--- src/rtl/shift_sequencer_pkg.sv ---
// Shared constants for the shift sequencer: FSM state encodings, default
// timing parameters and the width of the shifts-remaining counter.
package shift_sequencer_pkg;

   localparam int DEF_TICK_DIV    = 25000000;
   localparam int DEF_SHIFT_COUNT = 8;
   localparam int SHIFTS_W        = 4;

   typedef enum logic [1:0] {
      ST_IDLE = 2'd0,
      ST_RUN  = 2'd1,
      ST_DONE = 2'd2
   } state_e;

   // A run is in progress while the FSM is in RUN or in the closing DONE cycle.
   function automatic logic is_busy_state(input state_e s);
      return (s == ST_RUN) || (s == ST_DONE);
   endfunction

endpackage

--- src/rtl/shift_sequencer_if.sv ---
// Request/status bundle between a controller (master) and the shift
// sequencer (slave).
//   load_req, start_req, step_req : one-cycle request pulses
//   abort                         : level, cancels a run in progress
//   load_en, shift_en             : registered strobes to the holding register
//   busy, done                    : run status, done is a one-cycle pulse
//   shifts_left                   : automatic shifts still to issue
//   state_dbg                     : current FSM state encoding
interface shift_sequencer_if;
   import shift_sequencer_pkg::*;

   logic                load_req;
   logic                start_req;
   logic                step_req;
   logic                abort;
   logic                load_en;
   logic                shift_en;
   logic                busy;
   logic                done;
   logic [SHIFTS_W-1:0] shifts_left;
   logic [1:0]          state_dbg;

   modport master (
      output load_req, start_req, step_req, abort,
      input  load_en, shift_en, busy, done, shifts_left, state_dbg
   );

   modport slave (
      input  load_req, start_req, step_req, abort,
      output load_en, shift_en, busy, done, shifts_left, state_dbg
   );

endinterface

--- src/rtl/shift_sequencer_tick_gen.sv ---
// tick_gen: free-running divider used while a run is active.
//   clk, btn_reset : clock and asynchronous active-high reset
//   clear          : forces the count to zero (has priority over enable)
//   enable         : count one step per cycle
//   tick           : high during the cycle the count equals TICK_DIV-1
module tick_gen
   import shift_sequencer_pkg::*;
#(
   parameter int TICK_DIV = DEF_TICK_DIV
) (
   input  logic clk,
   input  logic btn_reset,
   input  logic clear,
   input  logic enable,
   output logic tick
);

   localparam int CNT_W = (TICK_DIV > 1) ? $clog2(TICK_DIV) : 1;
   localparam logic [CNT_W-1:0] CNT_LAST = CNT_W'(TICK_DIV - 1);

   logic [CNT_W-1:0] cnt_q;
   logic [CNT_W-1:0] cnt_d;

   // tick is combinational so the sequencer can register shift_en on the
   // same edge that wraps the counter.
   assign tick = enable && (cnt_q == CNT_LAST);

   // Next count: clear wins, otherwise wrap at TICK_DIV-1.
   always_comb begin
      cnt_d = cnt_q;
      if (clear) begin
         cnt_d = {CNT_W{1'b0}};
      end else if (enable) begin
         if (tick) begin
            cnt_d = {CNT_W{1'b0}};
         end else begin
            cnt_d = cnt_q + CNT_W'(1);
         end
      end else begin
         cnt_d = cnt_q;
      end
   end

   // Count register.
   always_ff @(posedge clk or posedge btn_reset) begin
      if (btn_reset) begin
         cnt_q <= {CNT_W{1'b0}};
      end else begin
         cnt_q <= cnt_d;
      end
   end

endmodule

--- src/rtl/shift_sequencer.sv ---
// shift_sequencer: drives load/shift strobes for an external holding
// register, either on single requests or as an automatic run of SHIFT_COUNT
// shifts spaced TICK_DIV cycles apart.
//   clk       : rising-edge clock
//   btn_reset : asynchronous active-high reset
//   bus       : request inputs and registered status outputs (slave side)
module shift_sequencer
   import shift_sequencer_pkg::*;
#(
   parameter int TICK_DIV    = DEF_TICK_DIV,
   parameter int SHIFT_COUNT = DEF_SHIFT_COUNT
) (
   input  logic               clk,
   input  logic               btn_reset,
   shift_sequencer_if.slave   bus
);

   state_e              state_q;
   state_e              state_d;
   logic                load_en_q;
   logic                load_en_d;
   logic                shift_en_q;
   logic                shift_en_d;
   logic                busy_q;
   logic                busy_d;
   logic                done_q;
   logic                done_d;
   logic [SHIFTS_W-1:0] shifts_left_q;
   logic [SHIFTS_W-1:0] shifts_left_d;

   logic                tick;
   logic                tick_clear;
   logic                tick_enable;

   // The divider only runs in RUN and is held at zero otherwise, so every
   // run starts from a cleared count.
   assign tick_enable = (state_q == ST_RUN);
   assign tick_clear  = (state_q != ST_RUN);

   tick_gen #(
      .TICK_DIV (TICK_DIV)
   ) u_tick_gen (
      .clk       (clk),
      .btn_reset (btn_reset),
      .clear     (tick_clear),
      .enable    (tick_enable),
      .tick      (tick)
   );

   // Next-state and next-output logic. Requests are only honoured in IDLE;
   // in RUN and DONE they are dropped rather than queued.
   always_comb begin
      state_d       = state_q;
      load_en_d     = 1'b0;
      shift_en_d    = 1'b0;
      done_d        = 1'b0;
      shifts_left_d = shifts_left_q;
      case (state_q)
         ST_IDLE: begin
            if (bus.load_req) begin
               load_en_d = 1'b1;
            end else if (bus.start_req) begin
               state_d       = ST_RUN;
               shifts_left_d = SHIFTS_W'(SHIFT_COUNT);
            end else if (bus.step_req) begin
               shift_en_d = 1'b1;
            end else begin
               state_d = ST_IDLE;
            end
         end
         ST_RUN: begin
            if (bus.abort) begin
               // Abort also suppresses a shift that would coincide with it.
               state_d       = ST_IDLE;
               shifts_left_d = {SHIFTS_W{1'b0}};
            end else if (shifts_left_q == {SHIFTS_W{1'b0}}) begin
               state_d = ST_DONE;
               done_d  = 1'b1;
            end else if (tick) begin
               shift_en_d    = 1'b1;
               shifts_left_d = shifts_left_q - SHIFTS_W'(1);
            end else begin
               state_d = ST_RUN;
            end
         end
         ST_DONE: begin
            state_d = ST_IDLE;
         end
         default: begin
            // Unused encoding: fall back to a clean IDLE.
            state_d       = ST_IDLE;
            shifts_left_d = {SHIFTS_W{1'b0}};
         end
      endcase
      busy_d = is_busy_state(state_d);
   end

   // State and output registers.
   always_ff @(posedge clk or posedge btn_reset) begin
      if (btn_reset) begin
         state_q       <= ST_IDLE;
         load_en_q     <= 1'b0;
         shift_en_q    <= 1'b0;
         busy_q        <= 1'b0;
         done_q        <= 1'b0;
         shifts_left_q <= {SHIFTS_W{1'b0}};
      end else begin
         state_q       <= state_d;
         load_en_q     <= load_en_d;
         shift_en_q    <= shift_en_d;
         busy_q        <= busy_d;
         done_q        <= done_d;
         shifts_left_q <= shifts_left_d;
      end
   end

   assign bus.load_en     = load_en_q;
   assign bus.shift_en    = shift_en_q;
   assign bus.busy        = busy_q;
   assign bus.done        = done_q;
   assign bus.shifts_left = shifts_left_q;
   assign bus.state_dbg   = state_q;

endmodule

--- src/flat_wrapper.sv ---
// flat-port wrapper written by rule: the top's interface ports become plain ports
module shift_sequencer_flat import shift_sequencer_pkg::*;
#(
   parameter int TICK_DIV    = DEF_TICK_DIV,
   parameter int SHIFT_COUNT = DEF_SHIFT_COUNT
)
  (clk, btn_reset, bus_load_req, bus_start_req, bus_step_req, bus_abort, bus_load_en, bus_shift_en, bus_busy, bus_done, bus_shifts_left, bus_state_dbg);
  shift_sequencer_if bus_i ();
  input  logic clk;
  input  logic btn_reset;
  input wire logic [$bits(bus_i.load_req)-1:0] bus_load_req;
  input wire logic [$bits(bus_i.start_req)-1:0] bus_start_req;
  input wire logic [$bits(bus_i.step_req)-1:0] bus_step_req;
  input wire logic [$bits(bus_i.abort)-1:0] bus_abort;
  output wire logic [$bits(bus_i.load_en)-1:0] bus_load_en;
  output wire logic [$bits(bus_i.shift_en)-1:0] bus_shift_en;
  output wire logic [$bits(bus_i.busy)-1:0] bus_busy;
  output wire logic [$bits(bus_i.done)-1:0] bus_done;
  output wire logic [$bits(bus_i.shifts_left)-1:0] bus_shifts_left;
  output wire logic [$bits(bus_i.state_dbg)-1:0] bus_state_dbg;
  assign bus_i.load_req = bus_load_req;
  assign bus_i.start_req = bus_start_req;
  assign bus_i.step_req = bus_step_req;
  assign bus_i.abort = bus_abort;
  assign bus_load_en = bus_i.load_en;
  assign bus_shift_en = bus_i.shift_en;
  assign bus_busy = bus_i.busy;
  assign bus_done = bus_i.done;
  assign bus_shifts_left = bus_i.shifts_left;
  assign bus_state_dbg = bus_i.state_dbg;
  shift_sequencer #(.TICK_DIV(TICK_DIV), .SHIFT_COUNT(SHIFT_COUNT)) u_core (.clk(clk), .btn_reset(btn_reset), .bus(bus_i));
endmodule
--- config.mk ---
export PLATFORM = sky130hd
export DESIGN_NAME = shift_sequencer_flat
export DESIGN_NICKNAME = d
export VERILOG_FILES = /design/src/rtl/shift_sequencer_pkg.sv /design/src/rtl/shift_sequencer_if.sv /design/src/rtl/shift_sequencer_tick_gen.sv /design/src/rtl/shift_sequencer.sv /design/src/flat_wrapper.sv
export SDC_FILE = /design/constraint.sdc
export NUM_CORES = 1
export LEC_CHECK = 0
export BUFFER_PORTS_ARGS = -buffer_cell sky130_fd_sc_hd__clkbuf_2
export CORE_MARGIN = 1.5
export CORE_UTILIZATION = 50
export DETAILED_ROUTE_END_ITERATION = 10
export GPL_ROUTABILITY_DRIVEN = 1
export PLACE_DENSITY = 0.71
export SYNTH_ARGS = -nofsm -noshare
export SYNTH_HDL_FRONTEND = slang
export SYNTH_SLANG_ARGS = --single-unit
export TNS_END_PERCENT = 20
--- constraint.sdc ---
create_clock -name clk -period 1.78 [get_ports clk]
set_clock_uncertainty 0.15 [all_clocks]
set_input_delay 0.356 -clock clk [delete_from_list [all_inputs] [get_ports clk]]
set_output_delay 0.356 -clock clk [all_outputs]
set_load 0.01 [all_outputs]
==> results of run 1 <==
[kinds of logic (layout without fill, tap and decap cells)]
logic type	Yosys count	after routing	synth area share
AO/OA/AOI/OAI	36	38	0.124
adder cells (fa/ha/maj)	2	2	0.0129
XOR/XNOR	11	11	0.0498
flip-flops	35	35	0.452
buffers and inverters	14	71	0.0420
AND/OR/NAND/NOR	97	97	0.319
[through the flow]
stage	hold WS (ns)	util	power, mW	instances	area, um2
final	-0.00238	0.688	1.64	302	2540
after global placement	0.299	0.630	1.04	291	2320
after global routing	0.0402	0.688	1.70	302	2540
after detailed placement	0.312	0.630	1.05	291	2320
after floorplan	0.308	-	0.971	195	1950
after CTS	0.0115	0.658	1.62	298	2430
[cell type report]
class | instances | share of cell area
multi-input cells | 148 | 0.431
flip-flops and latches | 35 | 0.345
repair buffers | 58 | 0.157
clock buffers | 6 | 0.0325
well taps | 48 | 0.0237
inverters | 6 | 0.00887
clock inverters | 1 | 0.00197
[final timing paths]
kind	from	to	slack, ns	cells past startpoint
worst max-delay path	u_core.u_tick_gen.cnt_q[1]	u_core.u_tick_gen.cnt_q[18]	0.02	6
worst min-delay path	btn_reset	u_core.bus.load_en	-0.002	3
worst max register to register	u_core.u_tick_gen.cnt_q[1]	u_core.u_tick_gen.cnt_q[18]	0.02	6
worst min register to register	u_core.u_tick_gen.cnt_q[20]	u_core.u_tick_gen.cnt_q[20]	0.42	2
max in group asynchronous	btn_reset	u_core.u_tick_gen.cnt_q[24]	1.16	3
min in group clk	bus_load_req	u_core.bus.load_en	0.19	2
[per-layer routing]
metal | vias up | track usage | wire length (um)
met1 | 857 | 0.291 | 1950
met4 | 0 | 0.0547 | 40
met3 | 8 | 0.0360 | 299
li1 | 837 | - | -
met5 | - | 0 | 0
met2 | 73 | 0.422 | 2690
[power by group through the flow]
| stage | clock network [mW] | registers, mW | logic [mW] |
|---|---|---|---|
| final | 0.570 | 0.834 | 0.234 |
| after global routing | 0.612 | 0.835 | 0.255 |
| after CTS | 0.582 | 0.831 | 0.208 |
| after detailed placement | 0 | 0.845 | 0.205 |
| after global placement | 0 | 0.843 | 0.198 |
| after floorplan | 0 | 0.862 | 0.108 |
[cells in the mapped netlist (2+ instances only)]
cell type	count
or3b_2	2
nor2_4	3
ha_1	2
nand4_1	9
and2_1	2
a21oi_2	7
and4_4	2
a21oi_1	6
nor4_1	3
or3_1	9
inv_1	6
buf_6	3
nor3_1	4
xor2_1	10
and4_1	7
o21ai_0	13
nor2_1	15
dfrtp_1	35
a31oi_1	2
nand3_1	11
or3b_1	2
nand2_1	12
and4_2	2
nor4b_1	3
nor3b_1	2
o211ai_1	2
nand3b_1	2
[registers in the layout, indices dropped and copies added (netlist names)]
| name | cells |
|---|---|
| u_core.bus.shift_en | 1 |
| u_core.bus.busy | 1 |
| u_core.bus.shifts_left | 4 |
| u_core.bus.state_dbg | 2 |
| u_core.u_tick_gen.cnt_q | 25 |
| u_core.bus.done | 1 |
| u_core.bus.load_en | 1 |
[what timing repair did]
| item | in CTS | in global routing |
|---|---|---|
| pin swaps | 9 | 10 |
| gates cloned | 0 | 2 |
| endpoints found under the setup margin | 26 | 27 |
| endpoints found under the hold margin | 0 | 0 |
| setup buffers | 0 | 2 |
| resized for setup | 4 | 24 |
[critical path, stage by stage (launching register included)]
cell     delay, ns
dfrtp_1       0.37
ha_2          0.19
and4_4        0.25
buf_4         0.12
nand4_4       0.09
or3_4         0.39
a21oi_2       0.13
==> impl_results.md, run 1 <==
- Leak Pwr: 1.12 nW
- Buffers on Ports: 15
- Most frequent cells in the layout: 43 x buf_4, 35 x dfrtp_1, 15 x nor2_1, 15 x clkbuf_2, 12 x nand2_1
- FFs w/ async S/R, synth: 1.00
- Fmax: around 0.57 GHz
- Arrival time at the worst endpoint: 1.82 ns
- Area delta synth->final: 31.2%
- Final Hold Fails: 6
- Drt total wl: 4.98 mm
- Register Area: 876 um2
- Initial Util: 0.525
- Primary FF master, synth: dfrtp_1
- Peak supply drop: 0.000498 V
- Number of remaining DRC errors: 0
- Clock net sink count: 35
- Largest net degree at the start of global routing: 36
- GR Overflow Total: 0
- Synth warn: 0
- Max-slew violations: 0
- Hold Path Class: in2async
- Global-route wire length before repair: 7.72 mm
- First-pass detailed-route iteration total: 5
- Critical Path Fanout Max: 5
- Syn_nets: 203
- Switching pwr: 422 uW
- Rel. slew slack: 0.701
- Area of the multi-input gates: 1090 um2
- Pwr/cell area: 645 nW/um2
- Number of buffers created by CTS: 5
- TritonCTS clock tree: yes
- Vias in the first global route: 1697
- Total inserted antenna cells: 0
- Fin nets: around 260
- I/O pin count: 16
- Via density: 5.88
- Root Driver: clkbuf_8
- Final period utilization: 0.987
- Die height: ~65 um
- Cell variety after synth: 46
- Switching share of total power: 0.258
- Min Tclk post-route: 1.76 ns
- Core area: 3690 um2
- Synth top area share: 0.452
- Share of post-route cells with drive strength above 1: 0.421
- Remaining antenna violation count after routing: 0
- Longest Clk Path Bufs: 2
- # H-tree levels: 2
- Mapped Area: 1940 um2
- GPL Wtd Cong: 0.896
- Most common cell after layout, fill and taps aside: buf_4
- Seq pwr share: 0.509
- Die X: 65.2 um
- Area contributors post-synth: dfrtp_1 45%, xor2_1 4.5%, o21ai_0 3.4%
- Cells after Synth: about 200
- Avg Cell Area, Syn: 9.93 um2
- CP Capture Type: flip-flop
- CP Data Required Time: 1.84 ns
- Critical path start-end classification: reg2reg
- Hold-fix buffers, CTS: 0
- Vias: 1775
- Leading area contributor after synthesis: dfrtp_1
- Startpoint type of the worst setup path: flip-flop
- Routed WL per cell: 16.5 um
- Antenna violations before repair: 0
- 1st-iter DRT viols: 175
- Min Hold Slack: -0.00238 ns
- TNS Setup: 0 ns
- Final-report setup violation count: 0
- RSZ-0062 raised after global routing: true
- Clock transition at the registers of the reported paths: 0.07 ns
- Outcome: complete, but fails checks
- Die area: roughly 4300 um2
- Fillers: 310
- Max Cap Viol: 0
- Clk_lat worst skew: 0.28 ns
- Sequential-to-total area share from yosys stat: 0.452
- Int Power: 1.22 mW
- Site Rows: 22
- Clock network power share: 0.348
- HPWL Detailed: between 3 and 4 mm
- Failing checks: hold timing
- Pre-CTS setup slack: -0.0779 ns
- All-Layer GR Usage: 0.233
- Fin worst setup slack: 0.0231 ns
- Post-synthesis register bit count: 35
- Combinational share of power: 0.143
- Worst-margin pin slew: ~0.45 ns
- EDFF count, synth: 0
Power figures use the tool's default switching activity.
==> inputs of run 2 (changes only) <==
--- a/config.mk
+++ b/config.mk
@@ -7,10 +7,10 @@
 export LEC_CHECK = 0
 export BUFFER_PORTS_ARGS = -buffer_cell sky130_fd_sc_hd__clkbuf_2
 export CORE_MARGIN = 1.5
-export CORE_UTILIZATION = 50
+export CORE_UTILIZATION = 40
 export DETAILED_ROUTE_END_ITERATION = 10
 export GPL_ROUTABILITY_DRIVEN = 1
-export PLACE_DENSITY = 0.71
+export HOLD_SLACK_MARGIN = 0.03
 export SYNTH_ARGS = -nofsm -noshare
 export SYNTH_HDL_FRONTEND = slang
 export SYNTH_SLANG_ARGS = --single-unit
==> run 2 against run 1 <==
Net effect:
- clock power increased by 14%
- design area increased by 3.8%
- combinational power increased by 8%
- the run now ends clean
- critical path depth unchanged
- power increased by 5.6%
- first-iteration DRC count decreased by 42%
- flip-flop and latch count unchanged
- highest routed layer unchanged
- die area increased by 24%
==> impl_results.md, run 2 (synthesized netlist as in run 1, its figures left out) <==
- Post-route insts no fill: 318 (+5.3%)
- Reg with most FFs: u_core.u_tick_gen.cnt_q
- CP Capture Type: flip-flop
- Vias: 1721 (-3.0%)
- I/O pin count: 16 (unchanged)
- Most common cell after layout, fill and taps aside: buf_4
- Antenna violations before repair: 0 (unchanged)
- Number of remaining DRC errors: 0 (unchanged)
- R2R depth: 6 (unchanged)
- Switching pwr: 448 uW (+6.3%)
- Final Hold Fails: 0 (-6)
- Vias in the first global route: 1632 (-3.8%)
- Critical Path Fanout Max: 6 (+1)
- First-pass detailed-route iteration total: 4 (-1)
- Fin worst setup slack: 0.00661 ns (-0.0165 ns)
- Crit-path cells: ha_2, and4_4, buf_6, nand4_4, or3_4, a21oi_2
- Fmax: 0.564 GHz (-0.93%)
- Via density: 5.41 (-7.9%)
- Fillers: 419 (+35%)
- Die area: 5270 um2 (+24%)
- Fin nets: 271 (+3.4%)
- Min Hold Slack: 0.157 ns (+0.160 ns)
- 1st-iter DRT viols: 101 (-42%)
- Remaining antenna violation count after routing: 0 (unchanged)
- Crit path from: u_core.u_tick_gen.cnt_q[1]
- Worst-margin pin slew: 0.432 ns (-0.0166 ns)
- Cell Area, Placed: 2390 um2 (+3.1%)
- Reg-to-reg endpoint: u_core.u_tick_gen.cnt_q[18]
- Most frequent cells in the layout: 48 x buf_4, 35 x dfrtp_1, 15 x nor2_1, 15 x clkbuf_2, 12 x nand2_1
- Int Power: 1.28 mW (+5.4%)
- Critical path start-end classification: reg2reg
- Total inserted antenna cells: 0 (unchanged)
- Final period utilization: 0.996 (+0.00929)
- Slowest CP cell: or3_4
- Area of the multi-input gates: 1080 um2 (-1.3%)
- Die X: 72.6 um (+11%)
- Clk_lat worst skew: 0.29 ns (about the same)
- Switching share of total power: 0.259 (+0.00153)
- Max Cap Viol: 0 (unchanged)
- Root Driver: clkbuf_8
- FF-to-FF Start: u_core.u_tick_gen.cnt_q[1]
- CP max stage delay: 0.39 ns (about the same)
- RSZ-0062 raised after global routing: true
- Peak supply drop: 0.000331 V (-34%)
- HPWL Detailed: 3.26 mm (-4.5%)
- Seq pwr share: 0.480 (-0.029)
- CP Data Required Time: 1.85 ns (about the same)
- Clock net sink count: 35 (unchanged)
- Number of buffers created by CTS: 5 (unchanged)
- Power consumption: 1.73 mW (+5.6%)
- GPL Wtd Cong: 0.849 (-5.3%)
- Worst Setup EP: u_core.u_tick_gen.cnt_q[18]
- Longest Clk Path Bufs: 2 (unchanged)
- Rel. slew slack: 0.712 (+0.0107)
- Area delta synth->final: 36.1%
- Hold path start: bus_step_req
- All-Layer GR Usage: 0.192 (-0.0408)
- Routed WL per cell: 15.4 um (-6.6%)
- Placed Instances: 304 (+4.5%)
- Drt total wl: 4.90 mm (-1.6%)
- TritonCTS clock tree: yes
- Site Rows: 25 (+14%)
- Largest net degree at the start of global routing: 26 (-28%)
- TNS Setup: 0 ns (unchanged)
- Pre-CTS setup slack: -0.113 ns (-0.0350 ns)
- Clock network power share: 0.374 (+0.026)
- Clock transition at the registers of the reported paths: 0.07 ns (about the same)
- Register Area: 876 um2 (unchanged)
- Die height: 72.6 um (+11%)
- Final-report setup violation count: 0 (unchanged)
- Core area: 4690 um2 (+27%)
- Combinational share of power: 0.146 (+0.003)
- GR Overflow Total: 0 (unchanged)
- Max-slew violations: 0 (unchanged)
- Final Cell Area: 2640 um2 (+3.8%)
- Min Tclk post-route: 1.77 ns (+0.0165 ns)
- Leak Pwr: 1.17 nW (+4.1%)
- Reg-to-reg setup timing slack: 0.007 ns (-0.02 ns)
- Pwr/cell area: 657 nW/um2 (+1.8%)
- Global-route wire length before repair: 7.73 mm (+0.17%)
- Share of post-route cells with drive strength above 1: 0.424 (+0.00298)
- Largest register FFs: 25 (unchanged)
- Final Util: 0.562 (-0.127)
- Buffers on Ports: 15 (unchanged)
- Arrival time at the worst endpoint: 1.84 ns (+0.02 ns)
- Initial Util: 0.413 (-0.112)
- Hold Path Class: in2reg
- # H-tree levels: 2 (unchanged)
- Outcome: completed
- Startpoint type of the worst setup path: flip-flop
## run 2: per-layer routing
| layer | vias to the layer above | share of wire | global-route usage |
|---|---|---|---|
| met5 | - | 0 | 0 |
| li1 | 854 | - | - |
| met3 | 5 | 0.040 | 0.0431 |
| met1 | 827 | 0.47 | 0.257 |
| met4 | 0 | 0.0094 | 0.0629 |
| met2 | 35 | 0.48 | 0.309 |
## run 2: how the worst min path moves through the flow
stage                                  to  depth (start not counted)
2_1_floorplan  u_core.u_tick_gen.cnt_q[0]                          1
3_3_place_gp              u_core.bus.done                          2
3_5_place_dp              u_core.bus.done                          2
4_1_cts               u_core.bus.shift_en                          3
5_1_grt               u_core.bus.shift_en                          3
6_report              u_core.bus.shift_en                          3
## run 2: what timing repair did
action                                  4_1_cts  5_1_grt
gates cloned                                  0        2
pin swaps                                     7       16
setup buffers                                 0        3
hold buffers                                  1        0
hold endpoints to repair                      7        0
endpoints found under the setup margin       26       29
gates resized for setup                       2       21
## run 2: cell type report
class | count | area share
timing repair buffer | 67 | 0.185
clock buffer | 8 | 0.0380
multi-input combinational | 148 | 0.410
inverter | 6 | 0.00855
tap | 54 | 0.0256
sequential | 35 | 0.332
## run 2: worst max-delay path: cells and delay by family (launching register included)
family                   cells  cell delay, ns
AO/OA/AOI/OAI                1            0.13
adder cells (fa/ha/maj)      1            0.18
buffers and inverters        1            0.11
flip-flops                   1            0.36
AND/OR/NAND/NOR              3            0.77
## run 2: power groups by stage
stage	combinational [mW]	sequential, mW	clock (mW)
after floorplan	0.108	0.862	0
after global placement	0.221	0.844	0
after detailed placement	0.223	0.844	0
after CTS	0.225	0.829	0.662
after global routing	0.276	0.833	0.693
final	0.253	0.831	0.647
==> inputs of run 3 (changes only) <==
--- a/config.mk
+++ b/config.mk
@@ -6,7 +6,6 @@
 export NUM_CORES = 1
 export LEC_CHECK = 0
 export BUFFER_PORTS_ARGS = -buffer_cell sky130_fd_sc_hd__clkbuf_2
-export CORE_MARGIN = 1.5
 export CORE_UTILIZATION = 40
 export DETAILED_ROUTE_END_ITERATION = 10
 export GPL_ROUTABILITY_DRIVEN = 1
==> run 3 against run 2 <==
Net effect:
- the flow now finishes with violations (setup timing)
- register-to-register slack worse by 0.06 ns
- final cell count down 4.4%
- via count up 4.1%
- routed wire length up 2.3%
- global-route usage up 1.4 points
- sequential share of layout area up 1.7 points
- combinational power down 4%
- critical endpoint is now u_core.bus.shifts_left[3]
- largest cell class unchanged
==> impl_results.md, run 3 (synthesized netlist as in run 1, its figures left out) <==
- Die height: 71.6 um (-1.4%)
- Critical path start-end classification: reg2reg
- Worst-margin pin slew: 0.445 ns (+0.0134 ns)
- HPWL Detailed: 3.50 mm (+7.3%)
- Via density: 5.89 (+8.9%)
- Post-CTS setup buffer count: 0 (unchanged)
- Clk_lat worst skew: 0.28 ns (about the same)
- 1st-iter DRT viols: 73 (-28%)
- Outcome: complete, but fails checks
- Fin nets: 261 (-3.7%)
- Fin worst setup slack: -0.0495 ns (-0.0561 ns)
- Area delta synth->final: 29.7%
- Max Cap Viol: 0 (unchanged)
- Hold Path Class: in2reg
- Vias: 1791 (+4.1%)
- TritonCTS clock tree: yes
- Most frequent cells in the layout: 40 x buf_4, 35 x dfrtp_1, 15 x nor2_1, 15 x clkbuf_2, 13 x o21ai_0
- Number of remaining DRC errors: 0 (unchanged)
- Most common cell after layout, fill and taps aside: buf_4
- Rel. slew slack: 0.703 (-0.00864)
- Arrival time at the worst endpoint: 1.87 ns (+0.03 ns)
- Final period utilization: 1.03 (+0.0315)
- Final-report setup violation count: 2 (+2)
- Startpoint type of the worst setup path: flip-flop
- Buffers on Ports: 15 (unchanged)
- Leak Pwr: 1.10 nW (-5.6%)
- Crit-path cells: or3b_2, a22oi_1, o22ai_1, nor4_2
- CP Data Required Time: 1.82 ns (-0.03 ns)
- Remaining antenna violation count after routing: 0 (unchanged)
- WP buf/inv: 0 (-1)
- Clock net sink count: 35 (unchanged)
- Final Cell Area: 2510 um2 (-4.7%)
- Die X: 71.6 um (-1.4%)
- Clock transition at the registers of the reported paths: 0.07 ns (about the same)
- GPL Wtd Cong: 0.869 (+2.4%)
- CP Capture Type: flip-flop
- Global-route wire length before repair: 8.09 mm (+4.6%)
- Antenna violations before repair: 0 (unchanged)
- Min Tclk post-route: 1.83 ns (+0.0561 ns)
- Power consumption: 1.60 mW (-7.3%)
- Final Hold Fails: 0 (unchanged)
- CP top delay family: simple AND/OR/NAND/NOR gates
- # H-tree levels: 2 (unchanged)
- CP max stage delay: 0.50 ns (+0.11 ns)
- Share of post-route cells with drive strength above 1: 0.389 (-0.0354)
- Die area: 5120 um2 (-2.7%)
- First-pass detailed-route iteration total: 4 (unchanged)
- Root Driver: clkbuf_8
- I/O pin count: 16 (unchanged)
- Largest register FFs: 25 (unchanged)
- Failing checks: setup timing
- Max-slew violations: 0 (unchanged)
- Site Rows: 24 (-4.0%)
- Peak supply drop: 0.000329 V (-0.64%)
- Core area: 4500 um2 (-4.0%)
- GR Overflow Total: 0 (unchanged)
- Routed WL per cell: 16.5 um (+7.1%)
- Reg with most FFs: u_core.u_tick_gen.cnt_q
- Slowest CP cell: or3b_2
- RSZ-0062 raised after global routing: true
- Drt total wl: 5.01 mm (+2.3%)
- Fmax: 0.547 GHz (-3.1%)
- Pwr/cell area: 639 nW/um2 (-2.7%)
- Cell Area, Placed: 2330 um2 (-2.8%)
- Largest net degree at the start of global routing: 36 (+38%)
- Initial Util: 0.430 (+0.0172)
- Longest Clk Path Bufs: 2 (unchanged)
- Number of buffers created by CTS: 5 (unchanged)
- All-Layer GR Usage: 0.206 (+0.0135)
- Total inserted antenna cells: 0 (unchanged)
- Vias in the first global route: 1767 (+8.3%)
- Critical Path Fanout Max: 4 (-2)
[run 3: final timing paths]
path	start	end	slack (ns)	depth (start not counted)
setup / recovery	u_core.bus.state_dbg[1]	u_core.bus.shifts_left[3]	-0.05	4
hold / removal	bus_step_req	u_core.bus.shift_en	0.18	3
setup reg to reg	u_core.bus.state_dbg[1]	u_core.bus.shifts_left[3]	-0.05	4
hold reg to reg	u_core.u_tick_gen.cnt_q[0]	u_core.u_tick_gen.cnt_q[0]	0.39	2
max in group asynchronous	btn_reset	u_core.u_tick_gen.cnt_q[7]	0.62	4
min in group asynchronous	btn_reset	u_core.u_tick_gen.cnt_q[21]	0.55	4
[run 3: final cells by class]
cell class                      count  area (um2)
Clock buffer                        6        72.6
Fill cell                         407        1990
Inverter                            6        22.5
Multi-Input combinational cell    148        1080
Sequential cell                    35         876
Tap cell                           52        65.1
Timing Repair Buffer               57         397
[run 3: worst register-to-register path, cell delays in order (launching register included)]
cell,delay (ns)
dfrtp_1,0.41
or3b_2,0.50
a22oi_1,0.22
o22ai_1,0.15
nor4_2,0.30
[run 3: routing by layer]
layer  routed length (um)  track usage
met3                  177       0.0436
met2                 2620        0.377
met1                 2100        0.234
met5                    0            0
met4                  117       0.0806
[run 3: repair_timing]
action                                 in CTS  in global routing
gates cloned                                0                  2
pin swaps                                   5                  6
setup endpoints to repair                  28                 29
gates resized for setup                     7                 10
hold buffers                                1                  0
endpoints found under the hold margin      35                  0
[run 3: where the power goes]
group          internal [mW]  switching, mW
Sequential             0.817         0.0157
Clock                  0.261          0.266
Combinational          0.103          0.140
[run 3: per-stage QoR]
stage	utilization	hold slack [ns]	setup WS [ns]	instances	setup TNS [ns]
6_report	0.557	0.179	-0.0495	304	-0.0781
5_1_grt	0.557	0.179	-0.131	304	-0.288
4_1_cts	0.544	0.167	-0.0176	302	-0.0498
3_5_place_dp	0.517	0.316	-0.123	295	-1.21
3_3_place_gp	0.517	0.306	-0.0201	295	-0.122
2_1_floorplan	-	0.308	-0.0875	195	-1.50
